### src/rtl/alu_uart_if.sv
// alu_uart_if: collects operand A, operand B and an opcode from UART bytes, drives the ALU and transmits the result byte.
// Define ALU_UART_IF_ZERO_FLAG_EN to also transmit the ALU zero flag as a second byte (8'h01 or 8'h00).
module alu_uart_if #(
  parameter int bits = 8
) (
  input  logic            clk,
  input  logic            rst,
  input  logic [7:0]      rx_data,
  input  logic            rx_done,
  input  logic [bits-1:0] alu_result,
  input  logic            alu_zero,
  input  logic            tx_busy,
  output logic [bits-1:0] A,
  output logic [bits-1:0] B,
  output logic [3:0]      select,
  output logic [7:0]      tx_data,
  output logic            tx_start
);
  typedef enum logic [2:0] {
    GET_A, GET_B, GET_OP, CAPTURE, SEND_RES, WAIT_RES
`ifdef ALU_UART_IF_ZERO_FLAG_EN
    , SEND_ZF, WAIT_ZF
`endif
  } state_t;
  state_t          state_q;
  logic [bits-1:0] a_q, b_q;
  logic [3:0]      sel_q;
  logic [7:0]      res_q, tx_data_q, tx_byte;
  logic            seen_q, send;
`ifdef ALU_UART_IF_ZERO_FLAG_EN
  localparam state_t AFTER_RES = SEND_ZF;
  logic zf_q;
  assign send    = !tx_busy && (state_q == SEND_RES || state_q == SEND_ZF);
  assign tx_byte = state_q == SEND_ZF ? {7'b0, zf_q} : res_q;
`else
  localparam state_t AFTER_RES = GET_A;
  logic unused_zf;
  assign unused_zf = alu_zero;
  assign send      = !tx_busy && state_q == SEND_RES;
  assign tx_byte   = res_q;
`endif
  // The launch byte is presented in the same cycle as tx_start so the result leaves two cycles after the opcode.
  assign tx_start = send;
  assign tx_data  = send ? tx_byte : tx_data_q;
  assign A        = a_q;
  assign B        = b_q;
  assign select   = sel_q;
  always_ff @(posedge clk or posedge rst)
    if (rst) begin
      state_q   <= GET_A;
      a_q       <= '0;
      b_q       <= '0;
      sel_q     <= '0;
      res_q     <= '0;
      tx_data_q <= '0;
      seen_q    <= 1'b0;
`ifdef ALU_UART_IF_ZERO_FLAG_EN
      zf_q      <= 1'b0;
`endif
    end else begin
      if (send) tx_data_q <= tx_byte;
      case (state_q)
        GET_A: if (rx_done) begin
          a_q     <= bits'($signed(rx_data));
          state_q <= GET_B;
        end
        GET_B: if (rx_done) begin
          b_q     <= bits'($signed(rx_data));
          state_q <= GET_OP;
        end
        GET_OP: if (rx_done) begin
          sel_q   <= rx_data[3:0];
          state_q <= CAPTURE;
        end
        CAPTURE: begin
          res_q   <= alu_result[7:0];
`ifdef ALU_UART_IF_ZERO_FLAG_EN
          zf_q    <= alu_zero;
`endif
          state_q <= SEND_RES;
        end
        SEND_RES: if (!tx_busy) begin
          seen_q  <= 1'b0;
          state_q <= WAIT_RES;
        end
        // Wait for the transmitter to acknowledge (busy rises) and then finish (busy falls).
        WAIT_RES: if (tx_busy) seen_q <= 1'b1;
          else if (seen_q) state_q <= AFTER_RES;
`ifdef ALU_UART_IF_ZERO_FLAG_EN
        SEND_ZF: if (!tx_busy) begin
          seen_q  <= 1'b0;
          state_q <= WAIT_ZF;
        end
        WAIT_ZF: if (tx_busy) seen_q <= 1'b1;
          else if (seen_q) state_q <= GET_A;
`endif
        default: state_q <= GET_A;
      endcase
    end
endmodule
### config.mk
export PLATFORM = sky130hd
export DESIGN_NAME = alu_uart_if
export DESIGN_NICKNAME = d
export VERILOG_FILES = /design/src/rtl/alu_uart_if.sv
export SDC_FILE = /design/constraint.sdc
export NUM_CORES = 1
export LEC_CHECK = 0
export CORE_UTILIZATION = 30
export DETAILED_ROUTE_END_ITERATION = 10
export GPL_TIMING_DRIVEN = 1
export PLACE_DENSITY_LB_ADDON = 0.25
export SLEW_MARGIN = 10
export SYNTH_ARGS = -nofsm -noshare
export SYNTH_HDL_FRONTEND = slang
export SYNTH_SLANG_ARGS = --single-unit
### constraint.sdc
create_clock -name clk -period 5.88 [get_ports clk]
set_input_delay 1.764 -clock clk [delete_from_list [all_inputs] [get_ports clk]]
set_output_delay 1.764 -clock clk [all_outputs]
set_load 0.05 [all_outputs]
==> flow_metrics.tcl, run 1 <==
set metrics [dict create \
    rows 26 \
    reg2reg_setup_slack_ns 3.85 \
    netlist.area_leader.share_pct 62.21 \
    yosysWarnings 0 \
    synthTopCellsByArea "dfrtp_1 62%, mux2_2 25%, nand3b_1 1.9%" \
    fmax_ghz 0.1918 \
    die_area_mm2 0.005660 \
    drive_gt1_share_pct 37.42 \
    required_ns 4.12 \
    antenna_found_initial 0 \
    cts_root_buf "clkbuf_8" \
    gr-total-overflow 0 \
    dp_hpwl_um 2065 \
    drt-wirelength-per-cell_um 13.23 \
    slew_violations 0 \
    setup-tns-final_ns 0 \
    min_period_ns 5.213 \
    worstSetupPathType "input port to primary output" \
    path_clk_slew_ns 0.07 \
    start_kind "input port" \
    detail-route-antenna-nets 0 \
    period_share_pct 88.66 \
    rr_endpoint "B[6]$_DFFE_PP0P_" \
    initial_utilization_pct 31.30 \
    async_flop_share_pct 100.0 \
    dp_slack_ns 0.6792 \
    numClockSinks 40 \
    cap_violations 0 \
    final_area_mm2 0.002283 \
    min_to "tx_data_q[6]$_DFF_PP0_" \
    synth.distinct_cells 19 \
    grt_usage_pct 12.28 \
    worstMarginPinSlew_ns 1.083 \
    fin_skew_ns 0.005179 \
    portBuffers 48 \
    yosys.area.top_type "dfrtp_1" \
    die_w_um 75.24 \
    syn_area_mm2 0.001609 \
    hp-class "register to register" \
    rsz0062_at_grt "false" \
    holdCritStartpoint "tx_data_q[6]$_DFF_PP0_" \
    final_nets 175 \
    diodes 0 \
    worstHoldPathCells 1 \
    cts_tree "yes" \
    boundaryPins 50 \
    yosysSeqAreaShare_pct 62.21 \
    hold-worst-slack_ns 0.5008 \
    cts_resized 0 \
    synth-edff-count 0 \
    synth-seq-cells 40 \
    yosysMostFrequentCell "dfrtp_1" \
    clkLatencyLatePin_ns 0.29 \
    post_dp_cell_area_mm2 0.002157 \
    grt_start_max_net_pins 41 \
    syn_area_per_cell_um2 15.77 \
    r2r_start "state_q[0]$_DFFE_PP0P_" \
    cts.htree.levels 2 \
    cts_buffer_depth 2 \
    endpoint_kind "primary output" \
    cts_inserted_buffers 5 \
    grt_pass1_wl_um 5092 \
    vias 997 \
    hold_viol 0 \
    ys_top_cells_by_count "40 x dfrtp_1, 36 x mux2_2, 4 x buf_2, 4 x nand3b_1, 3 x nand2b_1" \
    drc 0 \
    viasPerCell 4.431 \
    area_delta_synth_final_pct 41.91 \
    timing.final.ws_setup_ns 0.6668 \
    cp.arrival_ns 3.45 \
    synth_ff_type "dfrtp_1" \
    syn_nets 123 \
    hold_buffers 0 \
    ff2ff_path_depth 2 \
    cts_setup_buffers 0 \
    grt_pass1_vias 1071 \
    die_h_um 75.24 \
    setup_viol 0 \
    core_mm2 0.005140 \
    wirelength_um 2976 \
    syn_inst 102 \
    cp_max_fo 9 \
    gp_congestion 0.7155 \
    status "complete, no violations" \
    relSlewSlack_pct 26.75 \
    drt_iter0_markers 38 \
    firstDrtPassIters 3 \
]
==> metal layers <==
metal  wire length [µm]  GRT usage, %  share of wire [%]  vias up
met5                  0             0                  0        -
met4                  9         3.704               0.30        0
met3                239         5.622                8.0        2
met2               1426         20.92                 48       42
met1               1301         13.84                 44      488
li1                   -             -                  -      465
==> kinds of logic (layout without fill, tap and decap cells) <==
logic type / Yosys count / count (layout) / share of synthesized area (%)
flip-flops: 40 / 40 / 62.21
multiplexers: 36 / 36 / 25.19
AND/OR/NAND/NOR: 15 / 15 / 8.476
buffers and inverters: 7 / 60 / 2.411
AO/OA/AOI/OAI: 4 / 4 / 1.710
==> through the flow <==
stage	instances	utilization, %
2_1_floorplan	102	-
5_1_grt	225	44.43
6_report	225	44.43
4_1_cts	225	44.43
3_3_place_gp	217	41.97
3_5_place_dp	217	41.97
==> worst max-delay path by stage <==
stage	from	endpoint	slack [ns]	cells past startpoint
6_report	tx_busy	tx_data[5]	0.67	5
5_1_grt	tx_busy	tx_data[5]	0.56	5
4_1_cts	tx_busy	tx_data[5]	0.65	5
3_5_place_dp	tx_busy	tx_data[5]	0.68	5
3_3_place_gp	tx_busy	tx_data[2]	0.74	5
2_1_floorplan	tx_busy	tx_data[0]	1.21	3
==> cell usage in the layout, fill, tap and decap left out <==
master	Yosys	final
clkdlybuf4s50_1	0	39
a311o_1	1	1
nor3b_1	1	1
a211oi_1	1	1
nor2_1	1	1
nor4bb_2	0	1
buf_12	0	1
clkbuf_8	0	7
dfrtp_1	40	40
bufinv_16	0	1
nor4b_2	1	1
nand3b_1	4	4
buf_4	0	10
nand2b_1	3	3
o21ai_0	1	1
and3b_1	1	1
a21oi_1	1	1
nor4b_4	1	1
and4bb_1	1	1
nor2b_1	1	1
inv_1	2	2
mux2_2	36	36
==> flip-flops by register name (all words and copies together), names as in the netlist <==
signal,cells
res_q,8
A,8
state_q,3
seen_q,1
tx_data_q,8
B,8
select,4
==> final cells by class <==
cell class	instances	area [µm²]
Clock buffer	7	96.34
Clock inverter	1	30.03
Fill cell	499	2856
Inverter	2	7.507
Multi-Input combinational cell	55	575.6
Sequential cell	40	1001
Tap cell	70	87.58
Timing Repair Buffer	50	485.5
==> worst max-delay path, cell delays in order <==
cell and delay [ns]:
clkdlybuf4s50_1 0.48, nor4b_2 0.37, buf_4 0.27, mux2_2 0.37, buf_4 0.19
Power of run 1 is not shown: default switching activity piles up to over one toggle a cycle in this logic, so the estimate is an artifact.
==> inputs of run 2 (changes only) <==
--- a/config.mk
+++ b/config.mk
@@ -5,10 +5,12 @@
 export SDC_FILE = /design/constraint.sdc
 export NUM_CORES = 1
 export LEC_CHECK = 0
+export CORE_MARGIN = 2
 export CORE_UTILIZATION = 30
 export DETAILED_ROUTE_END_ITERATION = 10
 export GPL_TIMING_DRIVEN = 1
 export PLACE_DENSITY_LB_ADDON = 0.25
+export SETUP_SLACK_MARGIN = 0.15
 export SLEW_MARGIN = 10
 export SYNTH_ARGS = -nofsm -noshare
 export SYNTH_HDL_FRONTEND = slang
==> flow_metrics.tcl, run 2 (same netlist as run 1, synthesis figures left out) <==
set metrics [dict create \
    boundaryPins 50 \
    cts_buffer_depth 2 \
    timing.final.ws_setup_ns 0.5382 \
    detail-route-antenna-nets 0 \
    fin_skew_ns 0.005793 \
    drt_iter0_markers 28 \
    period_share_pct 90.85 \
    vias 1008 \
    layout_commonest_cell "dfrtp_1" \
    viasPerCell 4.500 \
    ff2ff_path_depth 2 \
    setup-tns-final_ns 0 \
    initial_utilization_pct 31.30 \
    reg2reg_setup_slack_ns 3.89 \
    drt-wirelength-per-cell_um 14.06 \
    area_delta_synth_final_pct 45.10 \
    gr-total-overflow 0 \
    hold_viol 0 \
    min_period_ns 5.342 \
    slew_violations 0 \
    grt_pass1_wl_um 5285 \
    wirelength_um 3150 \
    fmax_ghz 0.1872 \
    cp_max_fo 7 \
    rsz0062_at_grt "false" \
    hold_buffers 0 \
    cp_top_family "buffers and inverters" \
    cts_resized 0 \
    worstMarginPinSlew_ns 1.027 \
    cp.arrival_ns 3.58 \
    rows 26 \
    start_kind "input port" \
    hp-class "register to register" \
    cts_inserted_buffers 5 \
    gp_congestion 0.7108 \
    numClockSinks 40 \
    die_area_mm2 0.005965 \
    firstDrtPassIters 4 \
    layout_common_cells "40 x dfrtp_1, 39 x clkdlybuf4s50_1, 36 x mux2_2" \
    die_h_um 77.24 \
    nFillCells 475 \
    path_buf_inv 3 \
    portBuffers 48 \
    required_ns 4.12 \
    startpoint "tx_busy" \
    grt_start_max_net_pins 41 \
    status "complete, no violations" \
    path_cells "clkdlybuf4s50_1 > nor4b_2 > buf_4 > mux2_2 > buf_12" \
    slowest_stage "nor4b_2" \
    setup_viol 0 \
    drive_gt1_share_pct 36.36 \
    worstSetupPathType "input port to primary output" \
    core_mm2 0.005140 \
    antenna_found_initial 0 \
    path_depth 5 \
    path_clk_slew_ns 0.07 \
    grt_usage_pct 11.51 \
    grt_pass1_vias 1072 \
    r2r_start "state_q[1]$_DFFE_PP0P_" \
    die_w_um 77.24 \
    cts_root_buf "clkbuf_8" \
    hold-worst-slack_ns 0.5069 \
    rr_endpoint "B[1]$_DFFE_PP0P_" \
    endpoint_kind "primary output" \
    cap_violations 0 \
    final_nets 175 \
    clkLatencyLatePin_ns 0.28 \
    relSlewSlack_pct 30.56 \
    dp_hpwl_um 2289 \
    drc 0 \
    cts_setup_buffers 0 \
    cts_tree "yes" \
    dp_slack_ns 0.5226 \
    cts.htree.levels 2 \
    diodes 0 \
    endpoint "tx_data[2]" \
    cpPeakStageDelay_ns 0.51 \
]
==> run 2: cell types whose count changed in the layout (fill, tap and decap cells not counted), sizes merged <==
cell	previous run	this run
bufinv	1	0
clkbuf	7	6
clkinv	0	1
==> run 2: stage by stage <==
stage          cell area [µm²]  utilization (%)  cells
2_1_floorplan             1609                -    102
3_3_place_gp              2257            43.91    217
3_5_place_dp              2257            43.91    217
4_1_cts                   2335            45.42    224
5_1_grt                   2335            45.42    224
6_report                  2335            45.42    224
==> run 2: how the worst min path moves through the flow <==
stage | cells after the start | start | endpoint
after floorplan | 1 | res_q[0]$_DFFE_PP0N_ | res_q[0]$_DFFE_PP0N_
after global placement | 1 | res_q[0]$_DFFE_PP0N_ | res_q[0]$_DFFE_PP0N_
after detailed placement | 1 | res_q[6]$_DFFE_PP0N_ | res_q[6]$_DFFE_PP0N_
after CTS | 1 | res_q[6]$_DFFE_PP0N_ | res_q[6]$_DFFE_PP0N_
after global routing | 1 | A[4]$_DFFE_PP0P_ | A[4]$_DFFE_PP0P_
final | 1 | A[4]$_DFFE_PP0P_ | A[4]$_DFFE_PP0P_
==> run 2: routing by layer <==
metal / track usage (%) / share of wire, %
met4: 2.857 / 0.25
met3: 6.353 / 8.3
met2: 17.30 / 48
met5: 0 / 0
met1: 14.39 / 43
==> run 2: final cells by class <==
| type | count | area [µm²] | share of cell area, % |
|---|---|---|---|
| inverters | 2 | 7.507 | 0.3215 |
| clock inverters | 1 | 5.005 | 0.2144 |
| clock buffers | 6 | 72.57 | 3.108 |
| multi-input cells | 55 | 575.6 | 24.65 |
| well taps | 70 | 87.58 | 3.751 |
| flip-flops and latches | 40 | 1001 | 42.87 |
| repair buffers | 50 | 585.6 | 25.08 |
Power of run 2 is left out for the same reason.
